**src/rtl/load_hazard_unit_pkg.sv**
```systemverilog
// Register-file geometry and hazard FSM states shared by the issue-stage units.
package load_hazard_unit_pkg;
  localparam int REG_W    = 5;
  localparam int NUM_REGS = 32;

  typedef enum logic [1:0] {
    RUN   = 2'd0,
    STALL = 2'd1,
    HUNG  = 2'd2
  } hz_state_e;
endpackage

```
**src/rtl/load_hazard_unit_reg_match_any.sv**
```systemverilog
// Flags one register index that hits a set scoreboard bit; r0 never matches.
module reg_match_any
  import load_hazard_unit_pkg::*;
(
  input  logic                en,
  input  logic [REG_W-1:0]    idx,
  input  logic [NUM_REGS-1:0] pending,
  output logic                hit
);
  assign hit = en && (idx != '0) && pending[idx];
endmodule

```
**src/rtl/load_hazard_unit.sv**
```systemverilog
// Load scoreboard for the VLIW issue stage: stalls decode on RAW/WAW against
// in-flight loads, counts stall cycles and latches a hang error.
module load_hazard_unit
  import load_hazard_unit_pkg::*;
#(
  parameter int HANG_LIMIT = 255,
  parameter int CNT_W      = 32
) (
  input  logic                clk,
  input  logic                rst_n,
  input  logic                id_valid,
  input  logic [REG_W-1:0]    id_ixu1_rs1,
  input  logic [REG_W-1:0]    id_ixu1_rs2,
  input  logic [REG_W-1:0]    id_ixu2_rs1,
  input  logic [REG_W-1:0]    id_ixu2_rs2,
  input  logic [REG_W-1:0]    id_lsu_rs1,
  input  logic [REG_W-1:0]    id_lsu_rs2,
  input  logic [REG_W-1:0]    id_branch_rs1,
  input  logic [REG_W-1:0]    id_branch_rs2,
  input  logic [REG_W-1:0]    id_ixu1_rd,
  input  logic [REG_W-1:0]    id_ixu2_rd,
  input  logic [REG_W-1:0]    id_lsu_rd,
  input  logic                id_ixu1_nop,
  input  logic                id_ixu2_nop,
  input  logic                id_lsu_nop,
  input  logic                id_branch_nop,
  input  logic                id_lsu_is_load,
  input  logic                flush,
  input  logic                lsu_wb_load_valid,
  input  logic [REG_W-1:0]    lsu_wb_rd,
  output logic                stall,
  output logic                ex_bubble,
  output logic [NUM_REGS-1:0] pending,
  output logic [CNT_W-1:0]    stall_cycles,
  output logic                hang_err
);
  localparam int          NCHK      = 11;
  localparam logic [15:0] HANG_LIM  = HANG_LIMIT[15:0];
  localparam logic [CNT_W-1:0] CNT_ONE = {{(CNT_W-1){1'b0}}, 1'b1};

  logic [NUM_REGS-1:0]         r_pending;
  logic [NUM_REGS-1:0]         w_pend_nxt;
  logic [NCHK-1:0][REG_W-1:0]  w_idx;
  logic [NCHK-1:0]             w_en;
  logic [NCHK-1:0]             w_hit;
  logic                        w_hazard;
  logic                        w_set;
  hz_state_e                   r_state;
  hz_state_e                   w_state_nxt;
  logic [15:0]                 r_run_cnt;
  logic [15:0]                 w_run_nxt;
  logic [CNT_W-1:0]            r_stall_cnt;

  // Slots 0..7 are sources (branch included), 8..10 are destinations.
  assign w_idx = {id_lsu_rd, id_ixu2_rd, id_ixu1_rd,
                  id_branch_rs2, id_branch_rs1, id_lsu_rs2, id_lsu_rs1,
                  id_ixu2_rs2, id_ixu2_rs1, id_ixu1_rs2, id_ixu1_rs1};
  assign w_en  = {~id_lsu_nop, ~id_ixu2_nop, ~id_ixu1_nop,
                  {2{~id_branch_nop}}, {2{~id_lsu_nop}},
                  {2{~id_ixu2_nop}}, {2{~id_ixu1_nop}}};

  for (genvar g = 0; g < NCHK; g++) begin : g_match
    reg_match_any u_match (
      .en      (w_en[g]),
      .idx     (w_idx[g]),
      .pending (r_pending),
      .hit     (w_hit[g])
    );
  end

  assign w_hazard  = id_valid && !flush && (|w_hit);
  assign stall     = w_hazard;
  assign ex_bubble = w_hazard;
  assign pending   = r_pending;
  assign stall_cycles = r_stall_cnt;
  assign hang_err  = (r_state == HUNG);

  assign w_set = id_valid && !w_hazard && !flush && !id_lsu_nop &&
                 id_lsu_is_load && (id_lsu_rd != '0);

  // Set is applied after clear so a new load to the same register wins.
  always_comb begin
    w_pend_nxt = r_pending;
    if (lsu_wb_load_valid) w_pend_nxt[lsu_wb_rd] = 1'b0;
    if (w_set)             w_pend_nxt[id_lsu_rd] = 1'b1;
    w_pend_nxt[0] = 1'b0;
  end

  assign w_run_nxt = !w_hazard ? 16'd0 :
                     (&r_run_cnt) ? r_run_cnt : (r_run_cnt + 16'd1);

  always_comb begin
    w_state_nxt = r_state;
    case (r_state)
      RUN:     if (w_hazard) w_state_nxt = STALL;
      STALL: begin
        if (!w_hazard)                  w_state_nxt = RUN;
        else if (w_run_nxt >= HANG_LIM) w_state_nxt = HUNG;
      end
      HUNG:    w_state_nxt = HUNG;
      default: w_state_nxt = RUN;
    endcase
  end

  always_ff @(posedge clk or negedge rst_n) begin
    if (!rst_n) begin
      r_pending   <= '0;
      r_state     <= RUN;
      r_run_cnt   <= '0;
      r_stall_cnt <= '0;
    end else begin
      r_pending <= w_pend_nxt;
      r_state   <= w_state_nxt;
      r_run_cnt <= w_run_nxt;
      if (w_hazard && !(&r_stall_cnt)) r_stall_cnt <= r_stall_cnt + CNT_ONE;
    end
  end
endmodule
```
**config.mk**
```make
export PLATFORM = sky130hd
export DESIGN_NAME = load_hazard_unit
export DESIGN_NICKNAME = d
export VERILOG_FILES = /design/src/rtl/load_hazard_unit_pkg.sv /design/src/rtl/load_hazard_unit_reg_match_any.sv /design/src/rtl/load_hazard_unit.sv
export SDC_FILE = /design/constraint.sdc
export NUM_CORES = 1
export LEC_CHECK = 0
export ABC_CLOCK_PERIOD_IN_PS = 6800
export CAP_MARGIN = 20
export CORE_AREA = 2 2 118 120
export DETAILED_ROUTE_END_ITERATION = 10
export DIE_AREA = 0 0 120 122
export GPL_TIMING_DRIVEN = 0
export PLACE_DENSITY = 0.9
export SYNTH_ARGS = -nofsm -noshare
export SYNTH_HDL_FRONTEND = slang
export SYNTH_HIERARCHICAL = 1
export SYNTH_SLANG_ARGS = --single-unit
export TNS_END_PERCENT = 1
```
**constraint.sdc**
```tcl
create_clock -name clk -period 6.8 [get_ports clk]
set_input_delay 1.02 -clock clk [delete_from_list [all_inputs] [get_ports clk]]
set_output_delay 1.02 -clock clk [all_outputs]
set_load 0.05 [all_outputs]
```
# Word level (Yosys, flattened, before mapping)
# Index checks and enable logic that the tools add are counted.
[totals]
ff_bits = 81
out_inout_bits = 67
elab_cells = 118
inputBits = 70
[op_classes]
n_reduce_logical = 52
n_eq_ne = 4
muxes = 34
bitwise_logic = 7
add_sub_neg = 2
order_cmp = 15
[op_table]
columns = ["op", "n"]
rows = [
  ["$lt 5x6->1 const B", 12],
  ["$mux 32", 2],
  ["$bmux 1 s5", 11],
  ["$reduce_bool 5->1", 11],
  ["$add 32x1->32 const B", 1],
  ["$and 32x32->32", 1],
  ["$logic_and 1x1->1", 32],
  ["$mux 16", 2],
  ["$not 32->32", 1],
  ["$or 32x32->32", 1],
  ["$reduce_and 32->1", 1],
  ["$add 16x1->16 const B", 1],
  ["$ge 16x8->1 const B", 1],
  ["$reduce_and 16->1", 1],
  ["$mux 1", 13],
  ["$reduce_or 11->1", 1],
  ["$demux 1 s5", 2],
  ["$ge 5x1->1 const B", 2],
  ["$mux 2", 3],
  ["$pmux 2 s3", 1],
  ["$logic_not 1->1", 4],
  ["$not 1->1", 4],
  ["$ne 3x3->1 const B", 1],
  ["$eq 2x1->1 const B", 1],
  ["4 further kinds", 4],
]

# Depth between registers and ports, before layout
[logic_depth]
depth_word = 12
mapped_depth = 12
depth_no_buf = 10

# By module
# The synthesis kept the hierarchy.
[modules_own_cells]
columns = ["mod", "seq_area_each_um2", "n_inst", "cells_per_inst", "area_each_um2"]
rows = [
  ["load_hazard_unit", 2026.9, 1, 405, 3943.8],
  ["reg_match_any", 0.0, 11, 24, 300.3],
]

# Worst setup path before layout
# Ideal clock, no wire load.
[synth_timing]
path_kind = "input port to output port"
startpoint = "input id_ixu2_rs1[0]"
endpoint = "output stall"
path_buffers = 2
required_ns = 5.780
path_stages = 9
t_arrival_ns = 3.100
slack_ns = 2.680
cell_sequence = "buf_6 > mux4_2 > mux2i_1 > a31oi_1 > and3_1 > nor4_1 > a31o_2 > inv_1 > buf_4"
[synth_between]
elab_chain_cells = 5
elab_cells_between_ends = 7
cone_classes = "mux: 2; reduce/logical: 5"
[synth_lines]
columns = ["element", "line", "source"]
rows = [
  ["start, declared", "load_hazard_unit.sv:14", "input logic [REG_W-1:0] id_ixu2_rs1,"],
  ["$bmux 1 s5 or $reduce_bool 5->1 (tied branches)", "load_hazard_unit_reg_match_any.sv:10", "assign hit = en && (idx != '0) && pending[idx];"],
  ["$mux 1 (not written as such) or $logic_and 1x1->1 (tied branches)", "load_hazard_unit_reg_match_any.sv:10", ""],
  ["$logic_and 1x1->1 (*)", "load_hazard_unit_reg_match_any.sv:10", ""],
  ["net w_hit[2]", "load_hazard_unit.sv:45", "logic [NCHK-1:0] w_hit;"],
  ["$reduce_or 11->1 (*)", "load_hazard_unit.sv:71", "assign w_hazard = id_valid && !flush && (|w_hit);"],
  ["$logic_and 1x1->1 (*)", "load_hazard_unit.sv:71", ""],
  ["end, declared", "load_hazard_unit.sv:31", "output logic stall,"],
]
# The timed path passes the listed nets; every way through them passes the cells marked *. The select of a mux whose other input is x is not followed.

# Worst setup path in the final report
[layout_timing]
startpoint = "input id_lsu_rd[2]"
endpoint = "output stall"
[layout_between]
elab_chain_cells = 5
elab_cells_between_ends = 7
cone_classes = "mux: 2; reduce/logical: 5"
[layout_lines]
columns = ["element", "line", "source"]
rows = [
  ["start, declared", "load_hazard_unit.sv:22", "input logic [REG_W-1:0] id_lsu_rd,"],
  ["$bmux 1 s5 or $reduce_bool 5->1 (tied branches)", "load_hazard_unit_reg_match_any.sv:10", ""],
  ["$mux 1 (not written as such) or $logic_and 1x1->1 (tied branches)", "load_hazard_unit_reg_match_any.sv:10", ""],
  ["$logic_and 1x1->1 (*)", "load_hazard_unit_reg_match_any.sv:10", ""],
  ["net w_hit[10]", "load_hazard_unit.sv:45", ""],
  ["$reduce_or 11->1 (*)", "load_hazard_unit.sv:71", ""],
  ["$logic_and 1x1->1 (*)", "load_hazard_unit.sv:71", ""],
]
# Marked as above.

==> impl.org <==
** Layout
- Fraction of layout cells with a size suffix above 1 :: 0.1833
- For this run, the share of the core covered by cells in the final layout is 0.6606.
- After the last flow step, the layout net total stands at 869.
- After routing the design area is a little under 0.009 mm^2.
- Synth-to-Final Area Change :: 23.10%
- Diode insertion count for antenna repair :: 0

** Setup path
- Among the stages of the critical path, the cell type that occurs most often is clkdlybuf4s50_1.
- Kind of critical path :: in -> out
- Worst EP arrival :: 4.54 ns
- Worst path required time :: 5.78 ns
- Category of cells accounting for the largest share of critical-path delay :: buffers and inverters
- STA classifies the critical path endpoint as a primary output.
- The largest single stage delay on the critical path is 0.72 ns.
- In this run the worst path has a maximum fanout of 9.
- The number of buffers and inverters on the critical path is 5.
- CP Cell Sequence :: clkdlybuf4s50_1, buf_6, mux4_2, mux2i_1, nand3_1, and3_1, nor4_1, a31o_2, inv_1, buf_4, clkdlybuf4s50_1
- Critical path launch point type :: input port
- On the critical path, the stage with the largest delay is an instance of clkdlybuf4s50_1.

** Yosys
- Yosys mapped the design onto between 40 and 50 distinct sky130hd cell types.
- Number of warning messages in the yosys log :: 6
- Among all flip-flop cells after synthesis, the most frequent one is dfrtp_1.
- In this run the mean area of a mapped cell was around 11 um^2.
- Main area contributors after synthesis :: dfrtp_1 28%, mux4_2 24%, mux2i_1 6.8%
- Counting flops with a built-in enable in the synthesized netlist gives 0.
- Of the synthesized area, sequential elements account for 0.2797.
- The largest total area in the synthesized netlist belongs to dfrtp_1.
- Fraction of synthesis flops using an asynchronous set or reset pin :: 1.000
- Summing every instance area after synthesis gives 0.007247 mm^2.
- Fraction of post-synthesis cell area in the top cell type by area :: 0.2797
- Counting flops and latches in the post-synthesis netlist gives 81.
- Synthesis produced 669 cells.

** Detailed routing
- The final route contains 6667 vias.
- ANT nets after route :: 0
- Post-route DRC :: 0
- Drt total wl :: between 20000 and 25000 um
- WL per Instance :: 21.75 um
- The first detailed-routing pass took 6 iterations.
- After the first detailed-routing iteration, the DRC count stood at roughly 900.
- Vias/cell :: 6.789

** STA
- Min setup slack post-route :: 1.241 ns
- Summed over all failing endpoints, the final setup total negative slack is 0 ns.
- Max Clock Freq :: 179.9 MHz
- Measured against its own limit, the worst slew margin works out to 0.4645.
- Number of hold-slack violations in the final timing report :: 0
- Final period demand of the worst path :: 5.559 ns
- Part of the cycle the worst path needs :: 0.8175
- Across the routed clock network, the largest skew measured is 0.009830 ns.
- At the pin with the least slew margin, the transition time is 0.7958 ns.
- Setup violations remaining at the end of the flow were counted as 0.
- Max-slew violation count :: 0
- RSZ-0062 raised after global routing :: no

** Global routing
- Busiest metal layer after global routing :: met2
- Total global routing track utilization :: 0.2981
- Entering global routing, the biggest net connects between 70 and 80 pins.
- First-pass GRT wire length :: around 34000 um
- For this run, global-route usage on met3 was measured as 0.08006.
- The initial antenna violation count came to 0.
- The number of global-route vias before repair was roughly 6500.
- GR Overflow Total :: 0
- Global routing met1 resource utilization :: 0.3852
- For this run, global-route usage on met2 was measured as 0.4798.

** Clocking
- CTS placed an instance of clkbuf_16 at the clock tree root.
- The H-tree was split into 3 levels.
- TritonCTS built the clock tree.
- No sink is reached through more buffers than the 2 on the longest clock path.
- Buffers added to address setup during post-CTS repair amount to 0.
- Clock slew at the register clock pins of the worst setup and hold paths :: 0.06 ns
- After clock tree synthesis, the flow added hold-fix buffers numbering 0.
- TritonCTS Buffers :: 9
- After clock tree synthesis, the repair step resized 0 gates.
- Clock tree sinks :: 81
- At the later pin of the worst-skew pair, clock insertion delay measures between 0.3 and 0.4 ns.

** Flow run
- Max-cap check violation count :: 0

** Floorplan
- In this run the horizontal extent of the chip is ~120 um.
- Chip Height :: between 100 and 150 um
- The initial utilization of the core area, before any placement, comes to 0.5366.
- The die covers 0.01464 mm^2.
- Standard-cell rows :: 43
- The region available for standard cell placement spans 0.01350 mm^2.
- For this design the top-level I/O count stands at 137.

** Placed design
- Input/output buffers :: 105
- Placer congestion estimate :: 0.9587
- After legalization and detailed placement, the total HPWL measured between 10000 and 15000 um.
- The placed instances occupy a cell area of 0.008589 mm^2.
- DP Worst Slack :: about 1.3 ns

** Pwr
- After layout, the design draws a total of 1420 uW.
- PwrDens :: ~160 mW/mm^2
- For this design the static power due to leakage is 0.003632 uW.
- The worst-case IR drop observed on VDD is about 0.15 mV.

** Min path
- The min-delay analysis places its worst path in the category reg -> reg.

** Status
- Status :: complete, no violations
## state kept, by name (all words and copies together) (netlist names)
signal        count
r_state           2
r_run_cnt        16
stall_cycles     32
pending          31
## synthesized netlist by cell type (2+ instances only)
master,instances
ha_1,2
buf_6,23
a31oi_1,13
nor2_1,54
buf_4,3
nand3_1,35
a22oi_1,12
o21ai_0,78
nand3b_1,10
nand2b_1,3
mux4_2,77
xor2_1,22
mux4_1,11
dfrtp_1,81
and3_1,17
nor3_1,17
nor4_1,13
or3b_2,6
and4_1,4
buf_2,13
clkbuf_1,3
nand4_1,14
nand2_1,27
a21oi_1,4
inv_1,24
or3_1,6
mux2i_1,49
xnor2_1,17
a31o_2,2
or4_1,15
## final timing paths
path	start	endpoint	slack [ns]	depth (start not counted)
hold / removal	stall_cycles[5]	stall_cycles[5]	0.49	1
min in group asynchronous	rst_n	r_state[1]	0.50	1
max in group asynchronous	rst_n	stall_cycles[13]	5.73	2
setup / recovery	id_lsu_rd[2]	stall	1.24	11
setup reg to reg	pending[30]	r_state[1]	2.85	10
hold reg to reg	stall_cycles[5]	stall_cycles[5]	0.49	1
## through the flow
step           hold WS [ns]  cells
4_1_cts              0.5006    982
3_5_place_dp         0.4855    966
3_3_place_gp         0.4798    965
2_1_floorplan        0.5252    680
5_1_grt              0.5039    982
6_report             0.4887    982
## cell type report
type                            count  area [um^2]
Sequential cell                    81         2027
Buffer                             43        361.6
Inverter                           24        90.09
Timing Repair Buffer              106         1076
Fill cell                        1007         4583
Clock buffer                        9        225.2
Tap cell                          180        225.2
Clock inverter                      7        106.4
Multi-Input combinational cell    532         4810
## per-layer routing
metal | up-vias | routed length [um]
li1 | 2876 | -
met4 | 0 | 1091
met3 | 121 | 2860
met5 | - | 0
met2 | 546 | 9571
met1 | 3124 | 7835
## cell families after synthesis
logic type | count (synthesis) | share of synthesized area
other | 1 | 0.0005175
buffers and inverters | 67 | 0.06233
XOR/XNOR | 39 | 0.04713
AND/OR/NAND/NOR | 228 | 0.1711
flip-flops | 81 | 0.2797
multiplexers | 137 | 0.3469
AO/OA/AOI/OAI | 114 | 0.08892
adder cells (fa/ha/maj) | 2 | 0.003452
## report_power, final
group | internal [uW] | switching (uW) | leakage, uW | total [uW]
clock network | 330 | 214 | 0.000163 | 544
registers | 502 | 40.3 | 0.00111 | 542
logic | 149 | 185 | 0.00236 | 334
## layout by cell type, fill, tap and decap left out, types with 6 or more instances in the layout
cell | netlist | layout
buf_6 | 23 | 23
nand4_1 | 14 | 14
nand3_1 | 35 | 35
a22oi_1 | 12 | 12
o21ai_0 | 78 | 78
clkdlybuf4s50_1 | 0 | 104
conb_1 | 1 | 12
mux2i_1 | 49 | 49
dfrtp_1 | 81 | 81
nand2_1 | 27 | 27
mux4_1 | 11 | 11
a31oi_1 | 13 | 13
xnor2_1 | 17 | 17
nor4_1 | 13 | 13
clkbuf_16 | 0 | 9
nor2_1 | 54 | 54
buf_2 | 13 | 13
or3_1 | 6 | 6
or4_1 | 15 | 15
and3_1 | 17 | 17
inv_1 | 24 | 24
or3b_2 | 6 | 6
nand3b_1 | 10 | 10
nor3_1 | 17 | 17
xor2_1 | 22 | 22
mux4_2 | 77 | 77
Note: power is estimated with default switching activity, not from simulation.
